### src/rtl/multicycle_controller_if.sv
`default_nettype none
// ============================================================================
//  Module      : multicycle_controller_if
//  Description : Control bundle between the multicycle datapath and its
//                sequencing controller. The datapath (master) supplies the
//                opcode, ALU zero flag and memory handshake; the controller
//                (slave) returns the per-cycle control strobes.
//  Revision    : 1.0 - initial release
// ============================================================================
interface multicycle_controller_if #(
    parameter int OPW = 5,
    parameter int ACW = 4
);
    logic [OPW-1:0] op;
    logic           zero;
    logic           mem_ready;
    logic           iord;
    logic           irwrite;
    logic           memwrite;
    logic           regwrite;
    logic           regdst;
    logic           memtoreg;
    logic           alusrca;
    logic [1:0]     alusrcb;
    logic [1:0]     pcsrc;
    logic           pcen;
    logic [ACW-1:0] alucontrol;
    logic           halted;
    logic           illegal_op;
    logic [3:0]     state;

    modport master (
        output op, zero, mem_ready,
        input  iord, irwrite, memwrite, regwrite, regdst, memtoreg,
               alusrca, alusrcb, pcsrc, pcen, alucontrol, halted,
               illegal_op, state
    );

    modport slave (
        input  op, zero, mem_ready,
        output iord, irwrite, memwrite, regwrite, regdst, memtoreg,
               alusrca, alusrcb, pcsrc, pcen, alucontrol, halted,
               illegal_op, state
    );
endinterface
`default_nettype wire

### src/rtl/multicycle_controller.sv
`default_nettype none
// ============================================================================
//  Module      : multicycle_controller
//  Description : Moore-style sequencer for the multicycle 5-bit-opcode CPU.
//                Drives one set of datapath strobes per cycle, stalls on the
//                memory handshake and parks the core on HALT or an undefined
//                opcode until reset.
//  Revision    : 1.0 - initial release
// ============================================================================
module multicycle_controller #(
    parameter int OPW = 5,
    parameter int ACW = 4
) (
    input  wire logic                clk,
    input  wire logic                reset,
    multicycle_controller_if.slave   bus
);

    typedef enum logic [3:0] {
        S_FETCH   = 4'd0,
        S_DECODE  = 4'd1,
        S_MEMADR  = 4'd2,
        S_MEMRD   = 4'd3,
        S_MEMWB   = 4'd4,
        S_MEMWR   = 4'd5,
        S_EXECUTE = 4'd6,
        S_ALUWB   = 4'd7,
        S_IEXEC   = 4'd8,
        S_IWB     = 4'd9,
        S_BRANCH  = 4'd10,
        S_JUMP    = 4'd11,
        S_HALT    = 4'd12
    } state_t;

    // Opcode map
    localparam logic [OPW-1:0] c_OP_RMAX = OPW'(5'b01000);
    localparam logic [OPW-1:0] c_OP_ADDI = OPW'(5'b01001);
    localparam logic [OPW-1:0] c_OP_ANDI = OPW'(5'b01010);
    localparam logic [OPW-1:0] c_OP_ORI  = OPW'(5'b01011);
    localparam logic [OPW-1:0] c_OP_LW   = OPW'(5'b01100);
    localparam logic [OPW-1:0] c_OP_SW   = OPW'(5'b01101);
    localparam logic [OPW-1:0] c_OP_BEQ  = OPW'(5'b01110);
    localparam logic [OPW-1:0] c_OP_BNE  = OPW'(5'b01111);
    localparam logic [OPW-1:0] c_OP_J    = OPW'(5'b10000);
    localparam logic [OPW-1:0] c_OP_HALT = OPW'(5'b11111);

    // ALU operation codes
    localparam logic [ACW-1:0] c_ALU_ADD = ACW'(4'b0000);
    localparam logic [ACW-1:0] c_ALU_SUB = ACW'(4'b0001);
    localparam logic [ACW-1:0] c_ALU_AND = ACW'(4'b0010);
    localparam logic [ACW-1:0] c_ALU_OR  = ACW'(4'b0011);

    state_t         r_state;
    state_t         w_next;
    logic           r_illegal;

    logic           w_is_rtype;
    logic           w_is_itype;
    logic           w_is_mem;
    logic           w_is_branch;
    logic           w_is_jump;
    logic           w_is_halt;
    logic           w_is_illegal;

    logic           w_iord;
    logic           w_irwrite;
    logic           w_memwrite;
    logic           w_regwrite;
    logic           w_regdst;
    logic           w_memtoreg;
    logic           w_alusrca;
    logic [1:0]     w_alusrcb;
    logic [1:0]     w_pcsrc;
    logic           w_pcen;
    logic [ACW-1:0] w_alucontrol;
    logic           w_halted;

    // Opcode classification; only meaningful while op reflects the loaded IR
    always_comb begin
        w_is_rtype   = (bus.op <= c_OP_RMAX);
        w_is_itype   = (bus.op == c_OP_ADDI) || (bus.op == c_OP_ANDI) ||
                       (bus.op == c_OP_ORI);
        w_is_mem     = (bus.op == c_OP_LW) || (bus.op == c_OP_SW);
        w_is_branch  = (bus.op == c_OP_BEQ) || (bus.op == c_OP_BNE);
        w_is_jump    = (bus.op == c_OP_J);
        w_is_halt    = (bus.op == c_OP_HALT);
        w_is_illegal = !(w_is_rtype || w_is_itype || w_is_mem ||
                         w_is_branch || w_is_jump || w_is_halt);
    end

    // State register and sticky illegal-opcode flag
    always_ff @(posedge clk) begin
        if (reset) begin
            r_state   <= S_FETCH;
            r_illegal <= 1'b0;
        end else begin
            r_state <= w_next;
            if (r_state == S_DECODE && w_is_illegal) begin
                r_illegal <= 1'b1;
            end
        end
    end

    // Next-state and Moore outputs; reset masks every write strobe so an
    // aborted access cannot corrupt architectural state
    always_comb begin
        w_next       = r_state;
        w_iord       = 1'b0;
        w_irwrite    = 1'b0;
        w_memwrite   = 1'b0;
        w_regwrite   = 1'b0;
        w_regdst     = 1'b0;
        w_memtoreg   = 1'b0;
        w_alusrca    = 1'b0;
        w_alusrcb    = 2'b00;
        w_pcsrc      = 2'b00;
        w_pcen       = 1'b0;
        w_alucontrol = c_ALU_ADD;
        w_halted     = 1'b0;

        case (r_state)
            S_FETCH: begin
                w_alusrcb = 2'b01;
                w_irwrite = bus.mem_ready;
                w_pcen    = bus.mem_ready;
                if (bus.mem_ready) begin
                    w_next = S_DECODE;
                end
            end
            S_DECODE: begin
                // Precompute branch target into ALUOut
                w_alusrcb = 2'b11;
                if (w_is_mem) begin
                    w_next = S_MEMADR;
                end else if (w_is_rtype) begin
                    w_next = S_EXECUTE;
                end else if (w_is_itype) begin
                    w_next = S_IEXEC;
                end else if (w_is_branch) begin
                    w_next = S_BRANCH;
                end else if (w_is_jump) begin
                    w_next = S_JUMP;
                end else begin
                    w_next = S_HALT;
                end
            end
            S_MEMADR: begin
                w_alusrca = 1'b1;
                w_alusrcb = 2'b10;
                w_next    = (bus.op == c_OP_LW) ? S_MEMRD : S_MEMWR;
            end
            S_MEMRD: begin
                w_iord = 1'b1;
                if (bus.mem_ready) begin
                    w_next = S_MEMWB;
                end
            end
            S_MEMWB: begin
                w_memtoreg = 1'b1;
                w_regwrite = 1'b1;
                w_next     = S_FETCH;
            end
            S_MEMWR: begin
                w_iord     = 1'b1;
                w_memwrite = 1'b1;
                if (bus.mem_ready) begin
                    w_next = S_FETCH;
                end
            end
            S_EXECUTE: begin
                w_alusrca    = 1'b1;
                w_alucontrol = ACW'(bus.op[3:0]);
                w_next       = S_ALUWB;
            end
            S_ALUWB: begin
                w_regdst   = 1'b1;
                w_regwrite = 1'b1;
                w_next     = S_FETCH;
            end
            S_IEXEC: begin
                w_alusrca = 1'b1;
                w_alusrcb = 2'b10;
                if (bus.op == c_OP_ANDI) begin
                    w_alucontrol = c_ALU_AND;
                end else if (bus.op == c_OP_ORI) begin
                    w_alucontrol = c_ALU_OR;
                end else begin
                    w_alucontrol = c_ALU_ADD;
                end
                w_next = S_IWB;
            end
            S_IWB: begin
                w_regwrite = 1'b1;
                w_next     = S_FETCH;
            end
            S_BRANCH: begin
                // Compare regA-regB; take target held in ALUOut
                w_alusrca    = 1'b1;
                w_alucontrol = c_ALU_SUB;
                w_pcsrc      = 2'b01;
                w_pcen       = (bus.op == c_OP_BNE) ? !bus.zero : bus.zero;
                w_next       = S_FETCH;
            end
            S_JUMP: begin
                w_pcsrc = 2'b10;
                w_pcen  = 1'b1;
                w_next  = S_FETCH;
            end
            S_HALT: begin
                w_halted = 1'b1;
                w_next   = S_HALT;
            end
            default: begin
                w_next = S_FETCH;
            end
        endcase

        if (reset) begin
            w_pcen     = 1'b0;
            w_irwrite  = 1'b0;
            w_memwrite = 1'b0;
            w_regwrite = 1'b0;
        end
    end

    assign bus.iord       = w_iord;
    assign bus.irwrite    = w_irwrite;
    assign bus.memwrite   = w_memwrite;
    assign bus.regwrite   = w_regwrite;
    assign bus.regdst     = w_regdst;
    assign bus.memtoreg   = w_memtoreg;
    assign bus.alusrca    = w_alusrca;
    assign bus.alusrcb    = w_alusrcb;
    assign bus.pcsrc      = w_pcsrc;
    assign bus.pcen       = w_pcen;
    assign bus.alucontrol = w_alucontrol;
    assign bus.halted     = w_halted;
    assign bus.illegal_op = r_illegal;
    assign bus.state      = r_state;

endmodule
`default_nettype wire

### src/flat_wrapper.sv
// flat-port wrapper written by rule: the top's interface ports become plain ports
module multicycle_controller_flat 
#(
    parameter int OPW = 5,
    parameter int ACW = 4
)
  (clk, reset, bus_op, bus_zero, bus_mem_ready, bus_iord, bus_irwrite, bus_memwrite, bus_regwrite, bus_regdst, bus_memtoreg, bus_alusrca, bus_alusrcb, bus_pcsrc, bus_pcen, bus_alucontrol, bus_halted, bus_illegal_op, bus_state);
  multicycle_controller_if #(.OPW(OPW), .ACW(ACW)) bus_i ();
  input  wire logic clk;
  input  wire logic reset;
  input wire logic [$bits(bus_i.op)-1:0] bus_op;
  input wire logic [$bits(bus_i.zero)-1:0] bus_zero;
  input wire logic [$bits(bus_i.mem_ready)-1:0] bus_mem_ready;
  output wire logic [$bits(bus_i.iord)-1:0] bus_iord;
  output wire logic [$bits(bus_i.irwrite)-1:0] bus_irwrite;
  output wire logic [$bits(bus_i.memwrite)-1:0] bus_memwrite;
  output wire logic [$bits(bus_i.regwrite)-1:0] bus_regwrite;
  output wire logic [$bits(bus_i.regdst)-1:0] bus_regdst;
  output wire logic [$bits(bus_i.memtoreg)-1:0] bus_memtoreg;
  output wire logic [$bits(bus_i.alusrca)-1:0] bus_alusrca;
  output wire logic [$bits(bus_i.alusrcb)-1:0] bus_alusrcb;
  output wire logic [$bits(bus_i.pcsrc)-1:0] bus_pcsrc;
  output wire logic [$bits(bus_i.pcen)-1:0] bus_pcen;
  output wire logic [$bits(bus_i.alucontrol)-1:0] bus_alucontrol;
  output wire logic [$bits(bus_i.halted)-1:0] bus_halted;
  output wire logic [$bits(bus_i.illegal_op)-1:0] bus_illegal_op;
  output wire logic [$bits(bus_i.state)-1:0] bus_state;
  assign bus_i.op = bus_op;
  assign bus_i.zero = bus_zero;
  assign bus_i.mem_ready = bus_mem_ready;
  assign bus_iord = bus_i.iord;
  assign bus_irwrite = bus_i.irwrite;
  assign bus_memwrite = bus_i.memwrite;
  assign bus_regwrite = bus_i.regwrite;
  assign bus_regdst = bus_i.regdst;
  assign bus_memtoreg = bus_i.memtoreg;
  assign bus_alusrca = bus_i.alusrca;
  assign bus_alusrcb = bus_i.alusrcb;
  assign bus_pcsrc = bus_i.pcsrc;
  assign bus_pcen = bus_i.pcen;
  assign bus_alucontrol = bus_i.alucontrol;
  assign bus_halted = bus_i.halted;
  assign bus_illegal_op = bus_i.illegal_op;
  assign bus_state = bus_i.state;
  multicycle_controller #(.OPW(OPW), .ACW(ACW)) u_core (.clk(clk), .reset(reset), .bus(bus_i));
endmodule
### config.mk
export PLATFORM = sky130hd
export DESIGN_NAME = multicycle_controller_flat
export DESIGN_NICKNAME = d
export VERILOG_FILES = /design/src/rtl/multicycle_controller_if.sv /design/src/rtl/multicycle_controller.sv /design/src/flat_wrapper.sv
export SDC_FILE = /design/constraint.sdc
export NUM_CORES = 1
export LEC_CHECK = 0
export ABC_AREA = 1
export CAP_MARGIN = 5
export CELL_PAD_IN_SITES_DETAIL_PLACEMENT = 1
export CELL_PAD_IN_SITES_GLOBAL_PLACEMENT = 2
export CORE_ASPECT_RATIO = 1.5
export CORE_MARGIN = 1
export CORE_UTILIZATION = 20
export CTS_BUF_LIST = sky130_fd_sc_hd__clkbuf_4 sky130_fd_sc_hd__clkbuf_8
export CTS_CLUSTER_DIAMETER = 60
export DETAILED_ROUTE_END_ITERATION = 10
export PLACE_DENSITY_LB_ADDON = 0.1
export SLEW_MARGIN = 25
export SYNTH_ARGS = -nofsm -noshare
export SYNTH_HDL_FRONTEND = slang
export SYNTH_SLANG_ARGS = --single-unit
### constraint.sdc
create_clock -name clk -period 2.5 [get_ports clk]
set_input_delay 0.5 -clock clk [delete_from_list [all_inputs] [get_ports clk]]
set_output_delay 0.5 -clock clk [all_outputs]
set_load 0.005 [all_outputs]
==> metrics <==
worst skew pair latency=about 0.22 ns; largest net degree at the start of global routing=9; CP Class=in -> out; CTS tree=yes; Crit Path Max Fanout=3; routed wire length=roughly 2.5 mm; Placed Area=roughly 0.0011 mm2; mapped cell area=639 um2; Num CTS Buffers=3; first-pass GRT wire length=just under 4 mm; fin. max-slew vios=0; Leakage Power=around 0.53 nW; Critical R2R Launch=u_core.bus.state[1]; IO Pins=31; crit path time final=between 2 and 2.5 ns; vias=just under 900; P per Cell Area=between 700 and 800 mW/mm2; clock skew=between 0.001 and 0.0015 ns; crit-path cells=clkdlybuf4s50_1, nand3_2, nor2_2, nor2_1, nor2_1, nand2_1, a31oi_1, dlygate4sd2_1; fmax=about 420 MHz; maxcap violations=0; Post-DRT Antenna Nets=0; Yosys cell types=21; WP buf/inv=2; Power Total=~0.8 mW; fin nets=between 150 and 200; H-tree depth=1; relative slew slack=69.3%; overall die area=around 0.0034 mm2; slowest cell on the critical path=clkdlybuf4s50_1; count of final hold-check violations=0; Worst Path Required=~2.0 ns; num rows=24; post-synth top area cell=nand2_1; grt total ovfl=0; maximum vdd drop=about 0.33 mV; crit start category=input pin; Synth area leaders=nand2_1 (16%), dfxtp_1 (16%), nor2_1 (14%); HP Class=reg -> reg; initial antenna violation count=0; Critical Path Start=bus_op[3]; share of the clock period used by the worst path=between 90% and 100%; # diodes=0; Worst Setup End Kind=output port; hpwl dp=~2.1 mm; Top FF cell, synth=dfxtp_1; initial core utilization=a little over a fifth; GRT Resource Usage Total=roughly 16%; most numerous cell in the Yosys netlist=nand2_1; Post-Synthesis Net Count=around 130; flops & latches, synth=5; Levels on crit path=8; DRC viols=0; Reg2Reg Capture Point=u_core.bus.state[2]; clk buf depth=2; clock sink count=5; YS warnings=0; first-pass detailed-route iteration total=4; layout cell share with drive strength beyond 1=between 20% and 30%; r2r setup slk=1.02 ns; GP Congestion=0.774; vias per inst=around 4.4; cell mode on critical path=nor2_1; Async SR Flop Fraction=0%; CP top delay family=buffers and inverters; count of final setup violators=0; Die Ht=71.3 um; setup_tns=0 ns; Port Buf Inserts=30; actual slew at the worst max-slew pin=0.460 ns; Worst-path clk slew=~0.040 ns; fin util=a little under two fifths; WP data arrival=1.87 ns; worst reg-to-reg path cell count=8; outcome=finished clean; DRT iter0 DRCs=8; commonest cells in the netlist=nand2_1 (27), nor2_1 (23), inv_1 (21), nand3_1 (15), dfxtp_1 (5); RSZ-0062 raised after global routing=false; Avg Cell Area, Syn=5.37 um2; Worst Setup EP=bus_pcen; placed insts=just under 200; Post-synth EDFFs=0; Yosys top cell area share=between 15 and 20%; Root Driver=clkbuf_8; Syn-to-layout area delta=74.6%; routed len/inst=approximately 12 um; cells after synthesis=119; Cell Count, Final, Fillers Out=about 200; Setup Buffers After CTS=0; Final Cell Area=0.00112 mm2; hold_buf cts=0; die width=48.2 um; Crit path largest cell delay=between 0.5 and 0.6 ns; vias in the first global route=between 900 and 1,000; sequential area share after synthesis=between 10% and 20%; core area=between 0.002 and 0.003 mm2
## tightest hold or removal path: cells and delay by family, from the launching register on
| family | cells | cell delay (ns) |
|---|---|---|
| AOI/OAI and AO/OA | 1 | 0.06 |
| buffers and inverters | 1 | 0.04 |
| DFF | 1 | 0.30 |
## layout by cell type (no fill, tap or decap)
cell and n:
clkinv_1 1, nand2_2 3, o211ai_1 1, nor2_4 3, a21oi_2 3, dfxtp_1 5
nor3_1 1, a211oi_1 2, nand2_4 1, clkdlybuf4s50_1 26, clkbuf_4 1, a31oi_1 1
o311ai_1 1, nor2_1 22, nand2_1 27, o2111ai_1 1, dlygate4sd2_1 4, a21oi_1 2
nand4_1 1, nor2_2 5, nand3_1 13, inv_2 2, buf_4 10, nand3_2 2
inv_1 21, clkbuf_8 3
## timing repair
| item | CTS | global route |
|---|---|---|
| gates resized for setup | 5 | 2 |
| endpoints found under the setup margin | 3 | 1 |
| cloned | 0 | 0 |
| pin swaps | 1 | 0 |
## worst min path at each step
stage	end	cells after the start	slack, ns	start
after floorplan	u_core.bus.illegal_op	2	0.45	u_core.bus.illegal_op
after global placement	u_core.bus.illegal_op	2	0.44	u_core.bus.illegal_op
after detailed placement	u_core.bus.illegal_op	2	0.45	u_core.bus.illegal_op
after CTS	u_core.bus.illegal_op	2	0.45	u_core.bus.illegal_op
after global routing	u_core.bus.illegal_op	2	0.51	u_core.bus.illegal_op
final	u_core.bus.illegal_op	2	0.45	u_core.bus.illegal_op
## power by group
part / switching (mW) / internal [mW]
Clock: 0.0422 / 0.120
Sequential: 0.0426 / 0.103
Combinational: 0.259 / 0.243
Total: 0.343 / 0.467
## logic make-up (layout without fill, tap and decap cells)
family          Yosys count  in the layout  synth area share, %
compound gates           11             11                 12.9
buf+inv                  25             68                 14.7
flops                     5              5                 15.7
simple gates             78             78                 56.8
## flip-flops by register name, summed over array words and instances, names as in the netlist
name	cells
u_core.bus.illegal_op	1
u_core.bus.state	4
## final cells by class
class	count	area (um2)
clock buffers	4	48.8
fillers	400	1860
inverters	24	90.1
multi-input cells	89	458
flip-flops and latches	5	100
well taps	39	48.8
repair buffers	40	370
## per-stage QoR
stage          hold slack (ns)  worst slack, ns
3_3_place_gp             0.438           -0.151
5_1_grt                  0.507           0.0101
3_5_place_dp             0.449           -0.185
4_1_cts                  0.454           0.0898
6_report                 0.451            0.135
2_1_floorplan            0.447            0.882
## metal layers
metal	track usage, %	wire (um)	vias to the layer above
met5	0	0	-
met4	5.56	31	0
met3	2.27	66	4
met2	29.9	1390	21
met1	16.6	986	408
li1	-	-	460
Power figures use the tool's default switching activity.
==> edit 1, RTL diff (config.mk and constraints unchanged) <==
`OPW` is set to 5 in 3 places; all go to 4.
--- a/src/rtl/multicycle_controller_if.sv
+++ b/src/rtl/multicycle_controller_if.sv
@@ -8,7 +8,7 @@
 //  Revision    : 1.0 - initial release
 // ============================================================================
 interface multicycle_controller_if #(
-    parameter int OPW = 5,
+    parameter int OPW = 4,
     parameter int ACW = 4
 );
     logic [OPW-1:0] op;
--- a/src/rtl/multicycle_controller.sv
+++ b/src/rtl/multicycle_controller.sv
@@ -8,7 +8,7 @@
 //  Revision    : 1.0 - initial release
 // ============================================================================
 module multicycle_controller #(
-    parameter int OPW = 5,
+    parameter int OPW = 4,
     parameter int ACW = 4
 ) (
     input  wire logic                clk,
--- a/src/flat_wrapper.sv
+++ b/src/flat_wrapper.sv
@@ -1,7 +1,7 @@
 // flat-port wrapper written by rule: the top's interface ports become plain ports
 module multicycle_controller_flat 
 #(
-    parameter int OPW = 5,
+    parameter int OPW = 4,
     parameter int ACW = 4
 )
   (clk, reset, bus_op, bus_zero, bus_mem_ready, bus_iord, bus_irwrite, bus_memwrite, bus_regwrite, bus_regdst, bus_memtoreg, bus_alusrca, bus_alusrcb, bus_pcsrc, bus_pcen, bus_alucontrol, bus_halted, bus_illegal_op, bus_state);
Ports: changed (resized bus_op); port bits go from 31 to 30. The function was not compared with the original's and may differ.
==> edit 1 against the unedited design <==
- the flow now finishes with violations (design-rule violations)
- hold slack got worse by 0.033 ns
- design area decreased by 20%
- sequential cell count unchanged
- wire length decreased by 25%
- global-route usage decreased by 1.6 points
- worst setup slack got worse by 0.027 ns
- total power decreased by 11%
- synthesized area decreased by 18%
- critical endpoint is now bus_regwrite
==> edit 1: results <==
[synthesis]
synth-warning-count = 0
ys_ff_latch = 5
synth.top_cells.by_area = "dfxtp_1 19%, nor2_1 17%, nand2_1 16%"
synth_cell_type_count = 19
async_flop_share_pct = 0
yosys-top-cells-count = "24 x nor2_1, 23 x nand2_1, 9 x inv_1"
synth_area_per_cell_sq_um = 5.24
syn_nets = 108
ys_seq_area_share_pct = 19.1
syn_area_sq_um = 524

[global_route]
grt_pass1_vias = 719
grt_pass1_wl_um = 3080
antenna_found_initial = 0
track_usage_pct = 14.4

[drt]
detail_route.wl_per_cell_um = 11.7
drt-met1-wl_um = 735
routed_via_density = 4.53
drc = 2
highest_layer = "met4"
drt_first_pass_iters = 7
wl_met3_um = 48
wl_met2_um = 1050
drt-initial-drc-count = 10

[timing]
fin_worst_skew_ns = 0.00188
worst_pin_slew_ns = 0.314

[clock_network]
cts_root_buf = "clkbuf_4"
cts_resized = 3
ctsLongestPathBuffers = 2
path_clk_slew_ns = 0.04
insertion_delay_ns = 0.24
post-cts-setup-buffers = 0

[final_layout]
bufAreaShareNonClock_pct = 34.9
n_clock_buffer = 4
final_cells = 159
layout-drive-gt1-share_pct = 20.7
nNonClkBuffers = 32
n_all_inverters = 16
fillers = 335
multi_input_area_share_pct = 40.5
fin_nets = 144
clk_share_pct = 3.35
nMultiInputCombCells = 78
syn_to_final_growth_pct = 70.9

[power_and_ir_drop]
leakage_nw = 0.418
switching_share_pct = 44.0
p_sw_mw = 0.318
p_seq_share_pct = 19.8
ir_drop_uv = 234
pwr-share-comb_pct = 66.2

[status]
violations = "design-rule violations"
outcome = "finished, violations left"

[worst_setup_path]
path_max_fanout = 7
worstPathArrival_ns = 1.89

[place]
dpl.hpwl_um = 1630
preCtsSetupSlack_ns = -0.104
placed_cells = 155
place_area_sq_um = 863
place_congestion = 0.701
portBuffers = 29
edit 1: cell types whose count changed after synthesis, sizes merged:
| cell | before | now |
|---|---|---|
| a211oi | 2 | 0 |
| buf | 1 | 0 |
| clkbuf | 0 | 1 |
| inv | 23 | 15 |
| nand2 | 31 | 27 |
| nand3 | 15 | 7 |
| nand4 | 1 | 0 |
| o2111ai | 1 | 0 |
| o211ai | 1 | 0 |
| o21ai | 0 | 5 |
| o311ai | 1 | 0 |
| or2 | 0 | 2 |
edit 1: worst max-delay path, cell delays in order, from the launching register on:
cell	delay [ns]
dfxtp_1	0.50
nand2_1	0.19
nor2_1	0.17
nor3_1	0.07
or2_1	0.20
inv_1	0.05
clkdlybuf4s50_1	0.48
edit 1: metal layers:
layer | track usage, % | vias up
met4 | 5.86 | 0
met5 | 0 | -
met3 | 1.67 | 2
met2 | 27.4 | 19
met1 | 15.1 | 321
li1 | - | 379
edit 1: cells by family (layout without fill, tap and decap cells):
| logic type | count (synthesis) | after routing | synth area share (%) |
|---|---|---|---|
| AOI/OAI and AO/OA | 11 | 11 | 12.2 |
| DFF | 5 | 5 | 19.1 |
| buffers and inverters | 17 | 52 | 12.2 |
| and+or+nand+nor | 67 | 67 | 56.6 |
edit 1: path summary, 6_finish.rpt:
path,from,to,slack (ns),cells past startpoint
setup / recovery,u_core.bus.state[1]$_SDFFE_PP0P_,bus_regwrite,0.11,6
hold / removal,u_core.bus.illegal_op$_SDFFE_PP0P_,u_core.bus.illegal_op$_SDFFE_PP0P_,0.42,2
setup reg to reg,u_core.bus.state[1]$_SDFFE_PP0P_,u_core.bus.state[1]$_SDFFE_PP0P_,1.18,9
hold reg to reg,u_core.bus.illegal_op$_SDFFE_PP0P_,u_core.bus.illegal_op$_SDFFE_PP0P_,0.42,2
==> edit 2, RTL diff (same settings) <==
Without the edit above. Reset style: asynchronous (`reset`), changed in one clocked block.
--- a/src/rtl/multicycle_controller.sv
+++ b/src/rtl/multicycle_controller.sv
@@ -89,7 +89,7 @@
     end
 
     // State register and sticky illegal-opcode flag
-    always_ff @(posedge clk) begin
+    always_ff @(posedge clk or posedge reset) begin
         if (reset) begin
             r_state   <= S_FETCH;
             r_illegal <= 1'b0;
Check against the original RTL: differs if reset is asserted again (counterexample within 4 cycles, from zero or initial values and one cycle with reset high); with reset held inactive, the same outputs for 10 cycles.
==> edit 2 against the unedited design <==
- synthesized area rose by 0.98%
- cell count is 3.5% lower
- design area up 0.34%
- wire length shrank 6.2%
- global-route usage shrank 1.1 points
- sequential power grew 17%
- critical path depth down 1
- sequential cell count unchanged
- first-iteration DRC count stayed put
- die area grew 0.94%
- worst setup slack worse by 0.0012 ns
- total power increased by 19%
- critical path type unchanged
==> edit 2: results <==
[synthesis]
synth.top_cells.by_area = "dfrtp_1 19%, nand2_1 16%, nor2_1 13%"
synth_compound_area_share_pct = 13.0
synthCells = 112
ys_seq_area_share_pct = 19.4
synth_cell_type_count = 26
yosys-top-cells-count = "27 x nand2_1, 22 x nor2_1, 12 x inv_1, 8 x nand3_1, 7 x inv_2"

[drt]
routed_via_density = 4.46
drt_first_pass_iters = 2
detail_route.wl_per_cell_um = 12.0

[global_route]
grt_pass1_wl_um = 3960
track_usage_pct = 14.9
grt_max_degree = 8

[hold_path]
min-delay-start = "u_core.bus.illegal_op$_DFFE_PP0P_"
hold_depth = 1

[place]
dpl.hpwl_um = 2030
preCtsSetupSlack_ns = -0.0989
placed_cells = 190
place_area_sq_um = 1060

[timing]
holdWs_ns = 0.462
relSlewSlack_pct = 80.2
fin_worst_skew_ns = 0.000564
fmaxAchievable_mhz = 423

[worst_setup_path]
r2r_end = "u_core.bus.state[0]$_DFFE_PP0P_"
r2r_slack_ns = 1.14
path_max_fanout = 2
cpPeakStageDelay_ns = 0.49

[power_and_ir_drop]
ir_drop_uv = 371
leakage_nw = 0.608

[status]
outcome = "finished clean"
## edit 2: worst max path at each step
stage,to,cells after the start
after floorplan,bus_pcen,7
after global placement,bus_pcen,7
after detailed placement,bus_pcen,7
after CTS,bus_pcen,7
after global routing,bus_alucontrol[0],7
final,bus_alucontrol[0],7
## edit 2: where the power goes
group | switching (mW) | internal, mW
Clock | 0.0412 | 0.120
Combinational | 0.327 | 0.308
Sequential | 0.0580 | 0.113
## edit 2: metal layers
layer	GRT usage [%]	up-vias	wire length [um]
met4	8.82	0	76
met2	30.7	29	1250
met5	0	-	0
met1	14.3	392	925
li1	-	436	-
met3	0.637	9	70
## edit 2: cell type report
| type | count | area (sq um) | share of cell area (%) |
|---|---|---|---|
| inverters | 21 | 80.1 | 7.15 |
| flip-flops and latches | 5 | 128 | 11.4 |
| clock buffers | 4 | 48.8 | 4.36 |
| well taps | 39 | 48.8 | 4.36 |
| repair buffers | 39 | 367 | 32.7 |
| multi-input cells | 86 | 448 | 40.0 |
